--- config.mk ---
export PLATFORM = sky130hd
export DESIGN_NAME = stopwatch_ctrl
export DESIGN_NICKNAME = d
export VERILOG_FILES = /design/src/rtl/stopwatch_pkg.sv /design/src/rtl/btn_cond.sv /design/src/rtl/stopwatch_ctrl.sv
export SDC_FILE = /design/constraint.sdc
export NUM_CORES = 1
export LEC_CHECK = 0
export BUFFER_PORTS_ARGS = -buffer_cell sky130_fd_sc_hd__clkbuf_2
export CORE_MARGIN = 2
export CORE_UTILIZATION = 59
export CTS_CLUSTER_DIAMETER = 80
export CTS_CLUSTER_SIZE = 14
export DETAILED_ROUTE_END_ITERATION = 8
export GPL_ROUTABILITY_DRIVEN = 0
export PLACE_DENSITY = 0.78
export SLEW_MARGIN = 20
export SYNTH_ARGS = -nofsm -noshare
export SYNTH_HDL_FRONTEND = slang
export SYNTH_SLANG_ARGS = --single-unit
--- constraint.sdc ---
create_clock -name clk -period 2.1 [get_ports clk]
set_input_delay 0.315 -clock clk [delete_from_list [all_inputs] [get_ports clk]]
set_output_delay 0.315 -clock clk [all_outputs]
set_load 0.005 [all_outputs]
--- src/rtl/stopwatch_pkg.sv ---
// -----------------------------------------------------------------------------
// stopwatch_pkg
// Shared types and default parameter values for the stopwatch control block.
//   sw_state_t      : FSM state encoding, also driven on stopwatch_ctrl.state
//   TICK_DIV_DEF    : default clk cycles per count tick (100 Hz at 100 MHz)
//   DEB_CYCLES_DEF  : default consecutive synced-high cycles to accept a press
// -----------------------------------------------------------------------------
package stopwatch_pkg;

  typedef enum logic [1:0] {
    SW_IDLE  = 2'd0,
    SW_RUN   = 2'd1,
    SW_PAUSE = 2'd2
  } sw_state_t;

  localparam int unsigned TICK_DIV_DEF   = 1_000_000;
  localparam int unsigned DEB_CYCLES_DEF = 4;

endpackage

--- src/rtl/btn_cond.sv ---
// -----------------------------------------------------------------------------
// btn_cond
// Conditions one asynchronous push-button into a single-cycle press event:
// 2-flop synchronizer, debounce counter, and an arm flag so that one physical
// press yields exactly one event.
//   clk      : system clock
//   reset    : synchronous, active-high
//   i_btn    : raw asynchronous button level
//   o_press  : one-cycle press event
// Parameters:
//   DEB_CYCLES : consecutive synchronized-high cycles required (>= 1)
// -----------------------------------------------------------------------------
module btn_cond
  import stopwatch_pkg::*;
#(
  parameter int unsigned DEB_CYCLES = DEB_CYCLES_DEF
) (
  input  logic clk,
  input  logic reset,
  input  logic i_btn,
  output logic o_press
);

  localparam int unsigned CW = $clog2(DEB_CYCLES + 1);
  localparam logic [CW-1:0] CNT_DONE = CW'(DEB_CYCLES);

  logic          r_sync1;
  logic          r_sync2;
  logic [1:0]    r_vld;    // fills with 1s after reset: r_sync2 holds a real sample once r_vld[1] is set
  logic [CW-1:0] r_cnt;
  logic          r_armed;
  logic          w_press;

  // Event fires on the cycle the counter first reaches the threshold; the
  // counter saturates there and arm drops, so a long hold gives one pulse.
  assign w_press = r_armed && (r_cnt == CNT_DONE);
  assign o_press = w_press;

  // NOTE: sequential state uses non-blocking assignments so every flop samples
  // pre-edge values; blocking here would collapse the synchronizer chain.
  always_ff @(posedge clk) begin
    if (reset) begin
      r_sync1 <= 1'b0;
      r_sync2 <= 1'b0;
      r_vld   <= 2'b00;
      r_cnt   <= '0;
      r_armed <= 1'b0;
    end else begin
      r_sync1 <= i_btn;
      r_sync2 <= r_sync1;
      r_vld   <= {r_vld[0], 1'b1};

      if (!r_sync2)
        r_cnt <= '0;
      else if (r_cnt != CNT_DONE)
        r_cnt <= r_cnt + CW'(1);

      // Arming needs a genuinely sampled low level; the zeros left in the
      // synchronizer by reset must not arm a button held through reset.
      if (w_press)
        r_armed <= 1'b0;
      else if (r_vld[1] && !r_sync2)
        r_armed <= 1'b1;
    end
  end

endmodule

--- src/rtl/stopwatch_ctrl.sv ---
// -----------------------------------------------------------------------------
// stopwatch_ctrl
// Control FSM (IDLE/RUN/PAUSE) and timebase for the stopwatch datapath.
// Produces the count-enable tick, the counter clear pulse and display hold.
//   clk      : system clock, rising edge
//   reset    : synchronous, active-high
//   start    : start/resume button (async level)
//   stop     : stop/clear button (async level)
//   lap      : lap button (async level), only with STOPWATCH_LAP_EN defined
//   cnt_en   : one-cycle count pulse every TICK_DIV cycles while running
//   cnt_clr  : one-cycle clear pulse on PAUSE -> IDLE
//   hold     : display freeze (toggled by lap in RUN; 0 without the lap option)
//   running  : high while state is RUN
//   state    : current FSM state
// Build option: define STOPWATCH_LAP_EN to add the lap button and hold toggle.
// -----------------------------------------------------------------------------
module stopwatch_ctrl
  import stopwatch_pkg::*;
#(
  parameter int unsigned TICK_DIV   = TICK_DIV_DEF,
  parameter int unsigned DEB_CYCLES = DEB_CYCLES_DEF
) (
  input  logic      clk,
  input  logic      reset,
  input  logic      start,
  input  logic      stop,
`ifdef STOPWATCH_LAP_EN
  input  logic      lap,
`endif
  output logic      cnt_en,
  output logic      cnt_clr,
  output logic      hold,
  output logic      running,
  output sw_state_t state
);

  localparam int unsigned PRE_W = $clog2(TICK_DIV);
  localparam logic [PRE_W-1:0] PRE_LAST = PRE_W'(TICK_DIV - 1);

  logic w_start_ev;
  logic w_stop_ev;
  logic w_lap_ev;

  btn_cond #(.DEB_CYCLES(DEB_CYCLES)) u_start (
    .clk(clk), .reset(reset), .i_btn(start), .o_press(w_start_ev)
  );

  btn_cond #(.DEB_CYCLES(DEB_CYCLES)) u_stop (
    .clk(clk), .reset(reset), .i_btn(stop), .o_press(w_stop_ev)
  );

`ifdef STOPWATCH_LAP_EN
  btn_cond #(.DEB_CYCLES(DEB_CYCLES)) u_lap (
    .clk(clk), .reset(reset), .i_btn(lap), .o_press(w_lap_ev)
  );
`else
  assign w_lap_ev = 1'b0;
`endif

  sw_state_t        r_state;
  logic             r_running;
  logic [PRE_W-1:0] r_pre;
  logic             r_cnt_en;
  logic             r_cnt_clr;
  logic             r_hold;

  sw_state_t        w_state_nxt;
  logic [PRE_W-1:0] w_pre_nxt;
  logic             w_cnt_en_nxt;
  logic             w_cnt_clr_nxt;
  logic             w_hold_nxt;

  // NOTE: every signal assigned here gets a default first, so no path leaves
  // one unassigned and no latch is inferred.
  always_comb begin
    w_state_nxt   = r_state;
    w_pre_nxt     = r_pre;
    w_cnt_en_nxt  = 1'b0;
    w_cnt_clr_nxt = 1'b0;
    w_hold_nxt    = r_hold;

    // The timebase follows the current state, so the edge that leaves RUN
    // still advances it and a wrap on that edge still emits its cnt_en.
    if (r_state == SW_RUN) begin
      w_cnt_en_nxt = (r_pre == PRE_LAST);
      w_pre_nxt    = (r_pre == PRE_LAST) ? '0 : r_pre + PRE_W'(1);
    end

    case (r_state)
      SW_IDLE: begin
        // A simultaneous stop discards the start.
        if (w_start_ev && !w_stop_ev) begin
          w_state_nxt = SW_RUN;
          w_pre_nxt   = '0;
        end
      end
      SW_RUN: begin
        if (w_stop_ev)
          w_state_nxt = SW_PAUSE;
        if (w_lap_ev)
          w_hold_nxt = !r_hold;
      end
      SW_PAUSE: begin
        if (w_stop_ev) begin
          w_state_nxt   = SW_IDLE;
          w_cnt_clr_nxt = 1'b1;
          w_hold_nxt    = 1'b0;
        end else if (w_start_ev) begin
          w_state_nxt = SW_RUN;
        end
      end
      default: begin
        w_state_nxt = SW_IDLE;
        w_hold_nxt  = 1'b0;
      end
    endcase
  end

  always_ff @(posedge clk) begin
    if (reset) begin
      r_state   <= SW_IDLE;
      r_running <= 1'b0;
      r_pre     <= '0;
      r_cnt_en  <= 1'b0;
      r_cnt_clr <= 1'b0;
      r_hold    <= 1'b0;
    end else begin
      r_state   <= w_state_nxt;
      r_running <= (w_state_nxt == SW_RUN);
      r_pre     <= w_pre_nxt;
      r_cnt_en  <= w_cnt_en_nxt;
      r_cnt_clr <= w_cnt_clr_nxt;
      r_hold    <= w_hold_nxt;
    end
  end

  assign state   = r_state;
  assign running = r_running;
  assign cnt_en  = r_cnt_en;
  assign cnt_clr = r_cnt_clr;
  assign hold    = r_hold;

endmodule
==> flow_summary.ini <==
[run_status]
status = finished, final reports clean

[cts]
path_clk_slew_ns = 0.11
numClockSinks = 39
cts_tree = done
htreeDepth = 2
clock_latency_ns = 0.35
tritoncts.num_buffers = 5
cts_buffer_depth = 2
root_buffer = clkbuf_4
ctsHoldBuffers = 0

[setup_path]
reg2reg_depth = 6
worstPathRequired_ns = 2.34
cp-start-kind = flop
regToRegEndpoint = r_pre[9]
worst-setup-path-type = flop to flop
crit_fanout = 10
worstPathArrival_ns = 2.07
worstReg2RegStart = r_pre[0]
worst_setup_path_end_kind = flop
regToRegSetupSlack_ns = 0.27

[timing]
fmax_mhz = 546
hold_viol = 0
rsz0062_at_grt = false
finalCritPeriodShare = 0.872
fin_setup_tns_ns = 0
period_minus_slack_ns = 1.83
setup_viol = 0
skew_ns = 0.0141
report.final.slew_viol_count = 0

[drt]
via_per_inst = 5.86
via_count = 1389
firstDrtPassIters = 4
routed_wl_um = 3400
ant_nets = 0
wire_per_inst_um = 14.3
first_iter_violations = 60
drc = 0

[place]
numPortBuffers = 8
dp_hpwl_um = 2520
placed_cell_area_um2 = 1800

[yosys]
netlist_area_um2 = 1740
syn_inst = 194
yosysTopAreaCell = dfxtp_1
synth_seq_cells = 39
synth_flop_cell = dfxtp_1
synth_area_leaders = dfxtp_1, xnor2_1, nor2_1, nand2_1, ha_1
avgSynthCellArea_um2 = 8.98
synth-edff-count = 0
synthArstFlopShare = 0
synth_warnings = 0
synthTopCellsByCount = dfxtp_1, nor2_1, nand2_1, xnor2_1, nor3_1
synth_most_common_cell = dfxtp_1
syn-num-nets = 203
seq_area_frac_synth = 0.448
synth_cell_types = 40
netlist.area_leader.share = 0.448

[cells_and_area]
area_growth_pct = 7.83
diodes = 0
final_area_um2 = 1880
nNetsFinal = 214
drive_gt1_frac = 0.107

[die]
io_pins = 10
dieArea_um2 = 3400
fp.dieH_um = 58.3
coreArea_um2 = 2780
num_rows = 19
fp.dieW_um = 58.3
start_util = 0.626

[hold_path]
hold_depth = 2
hold_start = start
hp-class = input pin to flop
min_to = u_start.r_sync1

[grt]
grt_pass1_wl_um = 5770
gr-total-overflow = 0
grt_usage = 0.227
grt_pass1_vias = 1282
grt_max_degree = 15
antenna_found_initial = 0

[run]
maxCapViolations = 0

[power_and_ir_drop]
ir_drop_mv = 0.560
leakage_nw = 0.686
powerDensity_nw_per_um2 = 654
==> layout make-up <==
type                            instances  area (um2)
Fill cell                             238         903
Multi-Input combinational cell        141         908
Timing Repair Buffer                    9        47.5
Inverter                                9        33.8
Sequential cell                        39         781
Clock buffer                            8        68.8
Tap cell                               31        38.8
==> worst max-delay path by stage <==
stage / start / cells past startpoint / end / slack (ns)
after detailed placement: u_start.r_cnt[0] / 7 / r_pre[15] / 0.25
after CTS: u_start.r_cnt[0] / 7 / r_pre[9] / 0.16
after global placement: r_pre[0] / 6 / r_pre[15] / 0.36
after global routing: u_start.r_cnt[0] / 7 / r_pre[9] / 0.16
final: r_pre[0] / 6 / r_pre[9] / 0.27
after floorplan: r_pre[0] / 7 / r_pre[0] / 0.42
==> power breakdown <==
part | total (mW) | internal, mW | switching (mW)
clock network | 0.441 | 0.197 | 0.244
logic | 0.0323 | 0.0130 | 0.0193
registers | 0.754 | 0.749 | 0.00529
==> layer usage <==
| metal | GRT usage | up-vias | wire (um) |
|---|---|---|---|
| met5 | 0 | - | 0 |
| met4 | 0.133 | 0 | 87 |
| met2 | 0.350 | 26 | 1570 |
| met1 | 0.292 | 664 | 1620 |
| li1 | - | 690 | - |
| met3 | 0.0527 | 9 | 121 |
==> sequential cells by signal (all words and copies together), names as in the netlist <==
signal / cells
cnt_clr: 1
cnt_en: 1
r_pre: 20
running: 1
state: 2
u_start.r_armed: 1
u_start.r_cnt: 3
u_start.r_sync1: 1
u_start.r_sync2: 1
u_start.r_vld: 1
u_stop.r_armed: 1
u_stop.r_cnt: 3
u_stop.r_sync1: 1
u_stop.r_sync2: 1
u_stop.r_vld: 1
==> stage by stage <==
stage / util / setup WS [ns] / power (mW) / cells / hold WS (ns)
2_1_floorplan: - / 0.417 / 0.793 / 194 / 0.387
4_1_cts: 0.673 / 0.164 / 1.23 / 237 / 0.177
3_3_place_gp: 0.648 / 0.363 / 0.800 / 229 / 0.421
3_5_place_dp: 0.648 / 0.253 / 0.802 / 229 / 0.434
6_report: 0.675 / 0.268 / 1.23 / 237 / 0.181
5_1_grt: 0.675 / 0.160 / 1.26 / 237 / 0.198
==> cells by family (layout without fill, tap and decap cells) <==
logic type / after synthesis / count (layout) / share of synthesized area
simple gates: 101 / 101 / 0.326
buf+inv: 14 / 26 / 0.0338
xor+xnor: 16 / 16 / 0.0805
flops: 39 / 39 / 0.448
fa+ha+maj: 5 / 5 / 0.0359
mux: 2 / 2 / 0.0115
compound gates: 16 / 16 / 0.0618
other cells: 1 / 1 / 0.00215
==> timing repair <==
item / in CTS / in global routing
resized for setup: 0 / 1
setup endpoints to repair: 0 / 2
setup buffers: 0 / 0
==> placed cells by master, fill, tap and decap left out, types with 2 or more instances in the layout <==
cell / netlist / final
nand3_1: 8 / 8
dfxtp_1: 39 / 39
xnor2_1: 15 / 15
inv_1: 9 / 9
o21ai_0: 2 / 2
nand2_1: 18 / 18
nor4_1: 6 / 6
nor2_1: 25 / 25
mux2i_1: 2 / 2
nand4b_1: 2 / 2
clkbuf_4: 0 / 5
nor3_1: 11 / 11
nand4_1: 5 / 5
nor4b_1: 2 / 2
ha_1: 5 / 5
a21oi_1: 7 / 7
nor2b_1: 6 / 6
clkbuf_8: 0 / 2
and3_1: 4 / 4
or3_1: 3 / 3
clkbuf_2: 0 / 8
==> critical path: stages (launching register included) <==
cell and delay [ns]:
dfxtp_1 0.41, ha_1 0.26, nand4b_4 0.13, or2_1 0.33, o21ai_4 0.31, buf_4 0.22, nor2_1 0.06
Note: power is estimated with default switching activity, not from simulation.
